===== config.mk =====
export PLATFORM = sky130hd
export DESIGN_NAME = pc_fetch_ctrl
export DESIGN_NICKNAME = d
export VERILOG_FILES = /design/src/rtl/pc_fetch_ctrl.sv
export SDC_FILE = /design/constraint.sdc
export NUM_CORES = 1
export LEC_CHECK = 0
export BUFFER_PORTS_ARGS = -buffer_cell sky130_fd_sc_hd__buf_4
export CORE_UTILIZATION = 54
export DETAILED_ROUTE_END_ITERATION = 8
export PLACE_DENSITY_LB_ADDON = 0.15
export SYNTH_ARGS = -nofsm -noshare
export SYNTH_HDL_FRONTEND = slang
export SYNTH_SLANG_ARGS = --single-unit

===== constraint.sdc =====
create_clock -name clk -period 3.1 [get_ports clk]
set_input_delay 0.775 -clock clk [delete_from_list [all_inputs] [get_ports clk]]
set_output_delay 0.775 -clock clk [all_outputs]
set_load 0.005 [all_outputs]

===== src/rtl/pc_fetch_ctrl.sv =====
// Instruction fetch controller: PC register, IF/ID pipeline register and a 1-entry skid buffer.
// Optional halt detection on opcode 4'b1111 is enabled by defining FETCH_HALT_DETECT_EN.
module pc_fetch_ctrl #(
  parameter logic [15:0] RESET_PC  = 16'h0000,
  parameter logic [15:0] NOP_INSTR = 16'h0000
) (
  input  logic        clk,
  input  logic        rst,
  output logic        imem_req,
  output logic [15:0] imem_addr,
  input  logic        imem_rdy,
  input  logic [15:0] imem_data,
  input  logic        stall,
  input  logic        br_taken,
  input  logic [15:0] br_pc,
  output logic [15:0] ifid_instr,
  output logic [15:0] ifid_pc_plus,
  output logic        ifid_valid,
  output logic        halted
);

  typedef enum logic [1:0] {REQ, HOLD, HALT} state_t;

  state_t      state, state_n;
  logic [15:0] pc, pc_n;
  logic [15:0] skid_instr, skid_instr_n;
  logic [15:0] skid_pc, skid_pc_n;
  logic [15:0] ifid_instr_n, ifid_pc_plus_n;
  logic        ifid_valid_n;
  logic [15:0] dlv_instr, dlv_pc, dlv_pc_plus;
  logic        halt_hit;

  // The instruction that would enter IF/ID this cycle comes from memory or the skid entry.
  assign dlv_instr   = (state == HOLD) ? skid_instr : imem_data;
  assign dlv_pc      = (state == HOLD) ? skid_pc    : pc;
  assign dlv_pc_plus = dlv_pc + 16'd1;

`ifdef FETCH_HALT_DETECT_EN
  assign halt_hit = (dlv_instr[15:12] == 4'b1111);
  assign halted   = (state == HALT);
`else
  assign halt_hit = 1'b0;
  assign halted   = 1'b0;
`endif

  assign imem_req  = (state == REQ);
  assign imem_addr = pc;

  always_comb begin
    state_n        = state;
    pc_n           = pc;
    skid_instr_n   = skid_instr;
    skid_pc_n      = skid_pc;
    ifid_instr_n   = ifid_instr;
    ifid_pc_plus_n = ifid_pc_plus;
    ifid_valid_n   = ifid_valid;
    if (br_taken) begin
      // Redirect wins over everything, including stall and any returning data.
      state_n      = REQ;
      pc_n         = br_pc;
      skid_instr_n = 16'h0000;
      skid_pc_n    = 16'h0000;
      ifid_instr_n = NOP_INSTR;
      ifid_valid_n = 1'b0;
    end else begin
      unique case (state)
        REQ: begin
          if (imem_rdy && !stall) begin
            ifid_instr_n   = dlv_instr;
            ifid_pc_plus_n = dlv_pc_plus;
            ifid_valid_n   = 1'b1;
            if (halt_hit) state_n = HALT;
            else          pc_n    = dlv_pc_plus;
          end else if (imem_rdy) begin
            skid_instr_n = imem_data;
            skid_pc_n    = pc;
            state_n      = HOLD;
          end else if (!stall) begin
            ifid_instr_n = NOP_INSTR;
            ifid_valid_n = 1'b0;
          end
        end
        HOLD: begin
          if (!stall) begin
            ifid_instr_n   = dlv_instr;
            ifid_pc_plus_n = dlv_pc_plus;
            ifid_valid_n   = 1'b1;
            if (halt_hit) begin
              pc_n    = dlv_pc;
              state_n = HALT;
            end else begin
              pc_n    = dlv_pc_plus;
              state_n = REQ;
            end
          end
        end
        HALT: begin
          // Decode took the halt instruction; keep feeding bubbles so it is not re-issued.
          if (!stall) begin
            ifid_instr_n = NOP_INSTR;
            ifid_valid_n = 1'b0;
          end
        end
        default: state_n = REQ;
      endcase
    end
  end

  always_ff @(posedge clk) begin
    if (rst) begin
      state        <= REQ;
      pc           <= RESET_PC;
      skid_instr   <= 16'h0000;
      skid_pc      <= 16'h0000;
      ifid_instr   <= NOP_INSTR;
      ifid_pc_plus <= 16'h0000;
      ifid_valid   <= 1'b0;
    end else begin
      state        <= state_n;
      pc           <= pc_n;
      skid_instr   <= skid_instr_n;
      skid_pc      <= skid_pc_n;
      ifid_instr   <= ifid_instr_n;
      ifid_pc_plus <= ifid_pc_plus_n;
      ifid_valid   <= ifid_valid_n;
    end
  end

endmodule


==> results of run 1 <==
[sequential cells by signal, summed over array words and instances, names as in the netlist]
signal and flops:
state 1, imem_addr 16, ifid_instr 16, ifid_pc_plus 16, ifid_valid 1, skid_pc 16
skid_instr 16
[synth_stat cells (all sizes together) (3+ instances only)]
cell type    n  area share, %
nor2b        4           0.65
a31oi        6           0.98
nand4        5           0.82
a221oi       3           0.69
inv          5           0.49
xnor2        5            1.1
mux2         6            1.8
mux2i       14            3.7
o211ai       3           0.59
nor2        33            3.2
or2          3           0.49
o22ai        5           0.82
a211oi       3           0.59
dfxtp       82             43
buf          9            1.7
nand2      119             12
and4         3           0.69
xor2         4           0.92
clkbuf      29            2.8
o21ai        8            1.0
nor3         3           0.39
a21oi       85             11
nand3       28            3.7
nand3b       3           0.92
[worst max-delay path, stage by stage (launching register included)]
cell,delay [ps]
dfxtp_2,670
inv_1,480
buf_4,270
[per-layer routing]
metal	global-route usage, %	vias to the layer above	share of wire (%)
li1	-	1839	-
met1	37.1	1750	45
met2	42.9	168	46
met3	4.91	13	7.2
met4	11.2	0	1.5
met5	0	-	0
[final cells by class]
class                           instances  area, um2
Sequential cell                        82       1640
Multi-Input combinational cell        369       1990
Clock buffer                           13        169
Timing Repair Buffer                   94        718
Fill cell                             568       2140
Tap cell                               96        120
Inverter                                5       18.8
Clock inverter                          2       35.0
[metrics by stage]
stage / cell area, um2 / total power, mW / cells / utilization, % / hold WS, ps
6_report: 4690 / 2.19 / 661 / 68.7 / 457
5_1_grt: 4690 / 2.27 / 661 / 68.7 / 482
4_1_cts: 4690 / 2.20 / 661 / 68.7 / 458
3_5_place_dp: 4490 / 1.41 / 646 / 65.7 / 447
3_3_place_gp: 4490 / 1.40 / 646 / 65.7 / 436
2_1_floorplan: 3820 / 1.29 / 494 / - / 433
[final timing paths]
kind	startpoint	endpoint	cells past startpoint
worst max-delay path	state[0]$_SDFFE_PP0P_	imem_req	2
worst min-delay path	skid_instr[12]$_SDFFE_PP0P_	skid_instr[12]$_SDFFE_PP0P_	2
worst max register to register	state[0]$_SDFFE_PP0P_	imem_addr[11]$_SDFFE_PP0P_	5
worst min register to register	skid_instr[12]$_SDFFE_PP0P_	skid_instr[12]$_SDFFE_PP0P_	2
[cell families after synthesis]
family | count (synthesis) | synth area share [%]
adder cells (fa/ha/maj) | 1 | 0.327
buffers and inverters | 43 | 5.04
other | 1 | 0.0981
flip-flops | 82 | 42.9
AO/OA/AOI/OAI | 127 | 19.2
XOR/XNOR | 9 | 2.06
AND/OR/NAND/NOR | 211 | 24.9
multiplexers | 20 | 5.43
[cell usage in the layout, fill, tap and decap left out, types with 3 or more instances in the layout]
| master | count |
|---|---|
| clkbuf_8 | 12 |
| and4_1 | 3 |
| or2_2 | 3 |
| nand3_1 | 28 |
| dfxtp_1 | 81 |
| buf_4 | 93 |
| a31oi_1 | 6 |
| o211ai_1 | 3 |
| a221oi_1 | 3 |
| nor2_1 | 33 |
| a21oi_1 | 85 |
| inv_1 | 5 |
| nor3_1 | 3 |
| a211oi_1 | 3 |
| o22ai_1 | 5 |
| o21ai_0 | 6 |
| mux2i_1 | 14 |
| xnor2_1 | 5 |
| mux2_2 | 6 |
| xor2_1 | 4 |
| nand2_1 | 119 |
| nand4_1 | 5 |
| nor2b_1 | 4 |
[where the power goes]
part           switching, mW  total [mW]  internal [mW]
Combinational          0.142       0.263          0.122
Sequential            0.0388        1.12           1.08
Clock                  0.369       0.802          0.433
Total                  0.549        2.19           1.64
==> metrics list, run 1 <==
* Global-route wire length before repair: about 16 mm
- Slew margin rel.: between 50% and 60%
- Yosys mapped the design onto between 50 and 60 distinct sky130hd cell types.
* CTS hold repair buffers: 0
- The final layout contains between 500 and 600 nets.
* Vias in the first global route: 3,387
* Initial DRC count: 187
- Setup slack after placement: 559 ps
- Width of the die: around 86 um
- Number of search-and-repair iterations in the first detailed-routing pass: 5
- Ratio of cells with drive above 1 in the final layout: approximately 22%
* Lkg Pwr: 1.88 nW
- The clock passes through at most 2 buffers.
- Post_cts resized: 0
* Transition time of the tightest slew-check pin: approximately 670 ps
* Total number of vias: between 3,000 and 4,000
* Post-Syn Area per Cell: just under 8 um2
* Die Area: between 7000 and 8000 um2
* Total DRC errors in the routed layout: 0
- Post-layout min period: approximately 2500 ps
- Counting flops with a built-in enable in the synthesized netlist gives 0.
- Number of failing hold endpoints at the final stage: 0
* WS Path Type: reg -> out
- STA classifies the critical path endpoint as an output port.
- Dividing the detail-routed via count by the number of cells gives between 5 and 6.
- Summed over all layers, the routed wires come to about 9.8 mm.
- Status: finished, final reports clean
- Max IR drop VDD: between 0.2 and 0.25 mV
* Power per unit of standard cell area: ~470 nW/um2
- Critical Path Source Type: flop
- The detail route stage leaves a number of antenna-violating nets equal to 0.
- For the worst setup path, the data required time is approximately 2300 ps.
- For this run the aggregate overflow at the end of global routing stands at 0.
- In the post-route analysis, the smallest setup slack over all paths is ~550 ps.
- The tool flagged a number of max-cap violations equal to 0.
* Final setup violating endpoints: 0
* Number of standard-cell rows in the floorplan: 30
- Clock Tree Root: clkbuf_8
- Global routing used a little over a quarter of the available tracks across all layers.
* Net count of the mapped netlist: roughly 530
- For this run, the number of Yosys warnings is 0.
- Highest clock frequency the design can meet: just under 0.4 GHz
* Clock-pin slew on the worst setup and hold paths: about 80 ps
- Entering global routing, the biggest net connects 51 pins.
* Clock Skews: slightly above 8 ps
- R2r setup slk: 820 ps
- 88 I/O pins were placed.
- RePlAce Congestion: 0.870
* Clock insertion delay at the later pin of the skew report: roughly 350 ps
* Detail-routed net length per standard cell: about 15 um
- Height of the die: around 86 um
- Data arrival time at the worst-slack endpoint: between 1500 and 2000 ps
- The final number of max-transition violations is 0.
* Buffers inserted during post-CTS setup optimization: 0
- TritonCTS built the clock tree.
- Setup total negative slack: 0 ps
- Synth async-reset ratio: 0%
* Dominant register cell in the synthesized netlist: dfxtp_1
* Antenna violations before repair: 0
- Sequential-to-total area share from yosys stat: ~43%
- The final critical path takes up between 80 and 90% of the cycle.
* Worst min path class: reg -> reg
- Core footprint: 6830 um2
* Initial cell density of the core: between 50 and 60%
* Post-detailed-placement half-perimeter wirelength: 6.49 mm
* TritonCTS Sinks: 82
* RSZ-0062 raised after global routing: false
* Flop and latch count out of synthesis: slightly above 80
- The H-tree generated during clock tree synthesis spans 3 levels.
- Largest fanout on the critical path: 26
- Counting the buffers created by CTS gives 9.
* Post-synthesis instance area: roughly 3800 um2
* Antenna fix cells: 0
- Cell count after synthesis: between 400 and 500
* I/O Buffers: 86
* Signed area change from the synthesized netlist to the final layout: 22.7%
(Power assumes the default switching activity.)
==> run 2: changes to the inputs <==
--- a/config.mk
+++ b/config.mk
@@ -5,8 +5,9 @@
 export SDC_FILE = /design/constraint.sdc
 export NUM_CORES = 1
 export LEC_CHECK = 0
+export ABC_AREA = 1
 export BUFFER_PORTS_ARGS = -buffer_cell sky130_fd_sc_hd__buf_4
-export CORE_UTILIZATION = 54
+export CORE_UTILIZATION = 53
 export DETAILED_ROUTE_END_ITERATION = 8
 export PLACE_DENSITY_LB_ADDON = 0.15
 export SYNTH_ARGS = -nofsm -noshare
==> constraint.sdc (replaced) <==
create_clock -name clk -period 2.5 [get_ports clk]
set_input_delay 0.625 -clock clk [delete_from_list [all_inputs] [get_ports clk]]
set_output_delay 0.625 -clock clk [all_outputs]
set_load 0.005 [all_outputs]
==> metrics list, run 2 <==
- Worst min path class: reg -> reg (unchanged)
* Initial cell density of the core: 56.2% (was 56.0%)
- The placed wire-length estimate after detailed placement was 6.88 mm (was 6.49 mm).
- Clock-pin slew on the worst setup and hold paths: 80 ps (about the same)
- The routability congestion estimate from global placement was 0.898 (was 0.870).
- Area of all placed cells without fillers: 4530 um2 (was 4690 um2)
- Data required time of the worst path: 2730 ps (was 2320 ps)
* Setup total negative slack: 0 ps (unchanged)
* Leading cell type in the layout, fill and taps excluded: nand2_1 (unchanged)
- RSZ-0062 raised after global routing: false (unchanged).
- The placed instance count was 683 (was 646).
* Leading cell types in the layout, fill and taps excluded: nand2_1 (159), buf_4 (93), a21oi_1 (87) (was nand2_1 (119), buf_4 (93), a21oi_1 (85))
- The worst hold path depth is 2 (unchanged).
* Combinational share of power: 13.2% (was 12.0%)
- Maximum number of buffers from clock root to sink: 2 (unchanged)
- The synthesis-stage register bit count was 82 (unchanged).
- In the finished design, the share of the clock period the worst path needs comes to a little over four fifths.
* Clock Tree Root: clkbuf_8 (unchanged)
- Final Non-Filler Cells: 699 (was 661)
* Number of buffers created by CTS: 9 (unchanged)
- Total number of vias: 3,818 (was 3,770)
- Share of total power in the clock network: 34.9% (was 36.7%)
* Global-route usage over all layers: 26.9% (was 27.3%)
* Data arrival time at the worst-slack endpoint: 2330 ps (was 1770 ps)
* Clock tree from TritonCTS: done (unchanged)
- The highest fanout seen on the critical path came to 17 (was 26).
- The first-pass GRT wire length came to 15.8 mm (was 16.0 mm).
* Post_cts resized: 0 (unchanged)
* Antenna violations before repair: 0 (unchanged)
- The total grt overflow is 0 (unchanged).
* Status: finished, final reports clean (unchanged)
- The number of routed nets with antenna violations is 0 (unchanged).
- Clock Skews: 7.93 ps (was 8.09 ps)
- The area enclosed by the die boundary is 7270 um2 (was 7420 um2).
* Ratio of cells with drive above 1 in the final layout: 19.9% (was 21.8%)
- The number of distinct standard cells referenced by the synthesized netlist was 28 (was 51).
- Crit path capture type: flop (was output port)
- Width of the die: 85.3 um (was 86.1 um)
- Net count of the mapped netlist: 579 (was 532)
* Core footprint: 6530 um2 (was 6830 um2)
* Pins over their slew limit: 0 (unchanged)
- The switching power as a share of total power came to 26.6% (was 25.1%).
- Antenna fix cells: 0 (unchanged)
- The area of combinational cells with multiple inputs is 1690 um2 (was 1990 um2).
- Switching Power: 710 uW (was 549 uW)
* Final Routed Wirelength: 9.58 mm (was 9.85 mm)
* WS Path Type: reg -> reg (was reg -> out)
- Maximum number of pins on one net before global-route repair: 38 (was 51)
* Number of levels the H-tree was split into: 3 (unchanged)
- The via density per instance came to 5.46 (was 5.70).
* FF-to-FF path depth: 11 (was 5)
- Nets@finish: 655 (was 599)
- The count of unresolved DRC violations after routing came to 0 (unchanged).
- Most repeated cell in the gate-level netlist after synthesis: nand2_1 (unchanged)
- Cell count after synthesis: 541 (was 494)
* CTS hold repair buffers: 0 (unchanged)
- Lkg Pwr: 1.98 nW (was 1.88 nW)
- The synthesized cell area is 3670 um2 (was 3820 um2).
- Critical path's top delay family: simple AND/OR/NAND/NOR gates (was buffers and inverters)
- Cell types with the largest area share after synthesis: dfxtp_1 (45%), nand2_1 (16%), a21oi_1 (12%) (was dfxtp_1 (43%), nand2_1 (12%), a21oi_1 (11%)).
- The post-CTS setup-driven buffer insertion count was 0 (unchanged).
* Slew margin rel.: 66.1% (was 55.1%)
- Buffers & Inverters on Critical Path: 1 (was 2)
- Cell accounting for the most synthesized area: dfxtp_1 (unchanged)
* Detail-routed net length per standard cell: 13.7 um (was 14.9 um)
- TritonCTS Sinks: 82 (unchanged)
- Synth async-reset ratio: 0% (unchanged)
- Highest clock frequency the design can meet: about 0.48 GHz
- The vertical die dimension is 85.3 um (was 86.1 um).
- Most common library cells after synthesis: nand2_1 (159), a21oi_1 (87), dfxtp_1 (82) (was nand2_1 (119), a21oi_1 (85), dfxtp_1 (82)).
- The final number of hold-violating endpoints is 0 (unchanged).
- The iteration-0 DRC count of the detailed router came to 238 (was 187).
* Count of flip-flops with a built-in enable after synthesis: 0 (unchanged)
- Share of the synthesized area in the top cell type: 44.7% (was 42.9%)
- The fraction of power consumed by sequential logic came to 51.9% (was 51.3%).
- The tightest hold margin was 466 ps (was 457 ps).
* Sequential-to-total area share from yosys stat: 44.7% (was 42.9%)
* Int Power: 1.96 mW (was 1.64 mW)
* Final setup violating endpoints: 0 (unchanged)
- R2r setup slk: 400 ps (was 820 ps)
* Logic depth of the worst path, buffers included: 11 (was 2)
- Yosys warning total: 0 (unchanged)
- Transition time of the tightest slew-check pin: 508 ps (was 673 ps)
- The top-level I/O count came to 88 (unchanged).
- The number of placement rows was 29 (was 30).
- Critical path's slowest cell: dfxtp_1 (was dfxtp_2)
- The maximum ir drop on the vdd rail came to 0.357 mV (was 0.216 mV).
- Max-capacitance violation count: 0 (unchanged)
- Placed Instance Area: 4340 um2 (was 4490 um2)
- The prevailing post-synth register cell was dfxtp_1 (unchanged).
- Reg area: 1640 um2 (about the same)
- Ordered cell list for the critical path: inv_2, nand2_1, nand2_1, ha_1, nand2_1, nor2_2, nand3_1, nor2_2, nand2_1, nand3_1, a21oi_1 (was inv_1, buf_4)
- The maximum single-stage delay on the critical path is 370 ps (was 670 ps).
- The total iterations of the first detailed-routing run is 5 (unchanged).
- Clock insertion delay at the later pin of the skew report: 350 ps (about the same)
* Power per unit of standard cell area: 589 nW/um2 (was 466 nW/um2)
* Number of fill cells: 603 (was 568)
- The clock period could shrink to between 2000 and 2500 ps.
* I/O Buffers: 86 (unchanged)
- The layout overhead on the synthesized area came to 23.2% (was 22.7%).
* Critical Path Source Type: flop (unchanged)
- Vias in the first global route: 3,537 (was 3,387)
* CP dominant cell by count: nand2_1
- The mean instance size in the synthesized netlist came to 6.79 um2 (was 7.74 um2).
## run 2: cell count changes in the layout (fill, tap and decap cells not counted), moves of 6 or more
cell / change
inv_1: +43
inv_2: +6
mux2_2: -6
mux2i_1: -14
nand2_1: +40
nand3_1: -12
nor2_2: +8
o21ai_0: +45
## run 2: layer usage
metal	GRT usage [%]	vias up	share of wire, %
li1	-	1890	-
met1	34.4	1781	43
met2	46.1	133	51
met3	6.23	14	5.2
met4	6.21	0	0.82
met5	0	-	0
## run 2: path summary, 6_finish.rpt
kind                                      from                            to
setup / recovery         state[0]$_SDFFE_PP0P_    imem_addr[12]$_SDFFE_PP0P_
hold / removal    ifid_pc_plus[1]$_SDFFE_PP0P_  ifid_pc_plus[1]$_SDFFE_PP0P_
setup reg to reg         state[0]$_SDFFE_PP0P_    imem_addr[12]$_SDFFE_PP0P_
hold reg to reg   ifid_pc_plus[1]$_SDFFE_PP0P_  ifid_pc_plus[1]$_SDFFE_PP0P_
## run 2: cell type report
type	count	share of cell area [%]
clock buffer	11	2.90
multi-input combinational	375	37.4
inverter	56	4.64
timing repair buffer	93	15.4
tap	77	2.13
clock inverter	5	1.22
sequential	82	36.3
## run 2: metrics by stage
stage	setup slack (ps)	power [mW]	utilization [%]
global placement	429	1.76	66.5
finish	401	2.67	69.3
floorplan	743	1.61	-
global route	183	2.79	69.3
CTS	449	2.68	69.3
detailed placement	345	1.76	66.5
## run 2: kinds of logic after synthesis
logic type / after synthesis / share of synthesized area [%]
simple gates: 217 / 23.7
flops: 82 / 44.7
buf+inv: 84 / 9.33
fa+ha+maj: 1 / 0.341
other cells: 1 / 0.102
compound gates: 155 / 21.6
xor+xnor: 1 / 0.238
## run 2: worst reg2reg max path, cell delays in order, from the launching register on
cell and delay, ps:
dfxtp_1 370, inv_2 260, nand2_1 80, nand2_1 120, ha_1 230, nand2_1 100, nor2_2 170, nand3_1 180
nor2_2 180, nand2_1 80, nand3_1 130, a21oi_1 80
## run 2: power groups by stage
stage               Sequential [mW]  Clock, mW  Combinational (mW)
floorplan                      1.41          0               0.200
global placement               1.41          0               0.343
detailed placement             1.41          0               0.350
CTS                            1.38      0.942               0.352
global route                   1.39       1.00               0.397
finish                         1.39      0.930               0.353
==> run 3: changes to the inputs <==
--- a/config.mk
+++ b/config.mk
@@ -7,7 +7,7 @@
 export LEC_CHECK = 0
 export ABC_AREA = 1
 export BUFFER_PORTS_ARGS = -buffer_cell sky130_fd_sc_hd__buf_4
-export CORE_UTILIZATION = 53
+export CORE_UTILIZATION = 48
 export DETAILED_ROUTE_END_ITERATION = 8
 export PLACE_DENSITY_LB_ADDON = 0.15
 export SYNTH_ARGS = -nofsm -noshare
==> constraint.sdc (replaced) <==
create_clock -name clk -period 1.7 [get_ports clk]
set_input_delay 0.425 -clock clk [delete_from_list [all_inputs] [get_ports clk]]
set_output_delay 0.425 -clock clk [all_outputs]
set_load 0.005 [all_outputs]
==> metrics list, run 3 (synthesis results as in run 2) <==
- RePlAce Congestion: 0.915 (was 0.898)
- The depth of the most critical reg-to-reg path is 10 (was 11).
- Fin worst setup slack: 83.1 ps (was 401 ps)
- Critical path's slowest cell: dfxtp_4 (was dfxtp_1)
- Final core utilization: 68.4% (was 69.3%)
- The number of hold buffers added after CTS is 0 (unchanged).
* Largest fanout on the critical path: 7 (was 17)
* Antenna violations before repair: 0 (unchanged)
- Number of search-and-repair iterations in the first detailed-routing pass: 5 (unchanged)
- Global-route congestion overflow total: 0 (unchanged)
- The number of endpoints failing setup at the final stage came to 0 (unchanged).
* Antenna fix cells: 0 (unchanged)
- Busiest layer in global routing: met2 (unchanged)
- Vias in the first global route: 3,405 (was 3,537)
- Leading cell types in the layout, fill and taps excluded: nand2_1 (148), buf_4 (119), a21oi_1 (87) (was nand2_1 (159), buf_4 (93), a21oi_1 (87)).
- Initial cell density of the core: 50.1% (was 56.2%)
- Power per unit of standard cell area: 872 nW/um2 (was 589 nW/um2)
* Lkg Pwr: 2.19 nW (was 1.98 nW)
* Worst min path class: in -> reg (was reg -> reg)
- The insertion delay to the later sink of the worst-skew pair is 370 ps (was 350 ps).
* Global-route usage over all layers: 25.9% (was 26.9%)
* Met1 usage: 33.0% (was 34.4%)
* Total number of vias: 3,879 (was 3,818)
* Nets@finish: 685 (was 655)
* Power, Total: 4.37 mW (was 2.67 mW)
* TritonCTS Sinks: 82 (unchanged)
* Data arrival time at the worst-slack endpoint: 1910 ps (was 2330 ps)
- The met3 track utilization from global routing is 5.72% (was 6.23%).
- Number of buffers created by CTS: 9 (unchanged)
* Status: finished, final reports clean (unchanged)
* Data required time of the worst path: 2000 ps (was 2730 ps)
- The CTS tree was done (unchanged).
* Total DRC errors in the routed layout: 0 (unchanged)
- Die Area: 8010 um2 (was 7270 um2)
- The average wire length per cell after detail routing is 13.7 um (about the same).
- Critical Path Source Type: flop (unchanged)
- RSZ-0062 raised after global routing: true (was false)
* Number of vias per cell after detailed routing: 5.17 (was 5.46)
- The final number of hold-violating endpoints came to 0 (unchanged).
- Remaining number of nets flagged by the antenna check after routing: 0 (unchanged)
- The critical path capture point type is a flop (unchanged).
* Height of the die: 89.5 um (was 85.3 um)
- The met2 track utilization from global routing came to 43.2% (was 46.1%).
- The maximum achievable frequency is 0.618 GHz (was 0.476 GHz).
* Clock-pin slew on the worst setup and hold paths: 90 ps (was 80 ps)
* Signed area change from the synthesized netlist to the final layout: 36.5% (was 23.2%)
- Pins over their slew limit: 0 (unchanged)
* Clock Skews: 11.5 ps (was 7.93 ps)
- Ordered cell list for the critical path: inv_6, nand2_1, nand2_2, buf_4, inv_1, nor2_1, nand3_1, o21ai_1, nand3_1, a21oi_1 (was inv_2, nand2_1, nand2_1, ha_1, nand2_1, nor2_2, nand3_1, nor2_2, nand2_1, nand3_1, a21oi_1)
* I/O Buffers: 86 (unchanged)
- The post-layout minimum cycle time is 1620 ps (was 2100 ps).
* Leading cell type in the layout, fill and taps excluded: nand2_1 (unchanged)
- The critical path class was reg -> reg (unchanged).
* Number of standard-cell rows in the floorplan: 31 (was 29)
- Clock Tree Root: clkbuf_8 (unchanged)
- The depth of the CTS H-tree was 3 (unchanged).
- The floorplan die width is 89.5 um (was 85.3 um).
- The floorplan core area is 7330 um2 (was 6530 um2).
- Maximum number of buffers from clock root to sink: 2 (unchanged)
* Setup slack after placement: -96.2 ps (was 345 ps)
* Max IR drop VDD: 0.556 mV (was 0.357 mV)
* Global-route wire length before repair: 15.8 mm (about the same)
* I/O pins: 88 (unchanged)
- Ratio of cells with drive above 1 in the final layout: 28.5% (was 19.9%)
- The maximum single-stage delay on the critical path was 390 ps (was 370 ps).
* CP dominant cell by count: nand3_1 (was nand2_1)
* Initial DRC count: 213 (was 238)
* Max-capacitance violation count: 0 (unchanged)
- Hold Path Stages: 3 (was 2)
- Maximum number of pins on one net before global-route repair: 35 (was 38)
- Post-detailed-placement half-perimeter wirelength: 7.34 mm (was 6.88 mm)
- Period utilization: 95.1% (was 84.0%)
- The routed wire length came to 10.3 mm (was 9.58 mm).
run 3: cell types whose count changed in the layout (fill, tap and decap cells not counted), moves of 4 or more:
cell / before / now
buf_4: 93 / 119
nand2_1: 159 / 148
nor2_4: 0 / 7
nor2_1: 28 / 18
nand2_2: 2 / 12
nand3_1: 16 / 12
run 3: final timing paths:
path,to,from,slack (ps)
max,ifid_pc_plus[9]$_SDFFE_PP0P_,state[0]$_SDFFE_PP0P_,80
min,skid_instr[3]$_SDFFE_PP0P_,imem_data[3],290
max reg2reg,ifid_pc_plus[9]$_SDFFE_PP0P_,state[0]$_SDFFE_PP0P_,80
min reg2reg,skid_pc[15]$_SDFFE_PP0P_,skid_pc[15]$_SDFFE_PP0P_,460
run 3: power breakdown:
group | internal, mW | switching [mW] | total, mW
logic | 0.271 | 0.347 | 0.618
registers | 1.99 | 0.0402 | 2.03
clock network | 0.981 | 0.743 | 1.72
run 3: area by class of cell:
type | count | area (um2)
multi-input combinational | 375 | 1830
clock buffer | 10 | 128
inverter | 56 | 215
timing repair buffer | 123 | 956
clock inverter | 6 | 115
sequential | 82 | 1650
fill | 616 | 2320
tap | 99 | 124
run 3: metrics by stage:
step | hold WS [ps] | cells | setup TNS [ps] | area, um2
floorplan | 429 | 541 | 0 | 3670
global placement | 442 | 734 | 0 | 4610
detailed placement | 447 | 734 | -580 | 4610
CTS | 283 | 751 | 0 | 4880
global route | 310 | 751 | -373 | 5010
finish | 291 | 751 | 0 | 5010
run 3: metal layers:
layer,routed length [um],vias up,part of all wire (%)
met5,0,-,0
met4,257,0,2.5
li1,-,1953,-
met1,4470,1807,44
met3,389,21,3.8
met2,5150,98,50
run 3: repair_timing:
action,4_1_cts,5_1_grt
resized for setup,5,44
endpoints found under the setup margin,21,29
buffers inserted,1,0
pin swaps,1,11
cloned,0,0
run 3: worst max-delay path, delay by kind of cell (launching register included):
family,cells,cell delay [ps]
flops,1,390
buf+inv,3,250
simple gates,5,600
compound gates,2,310
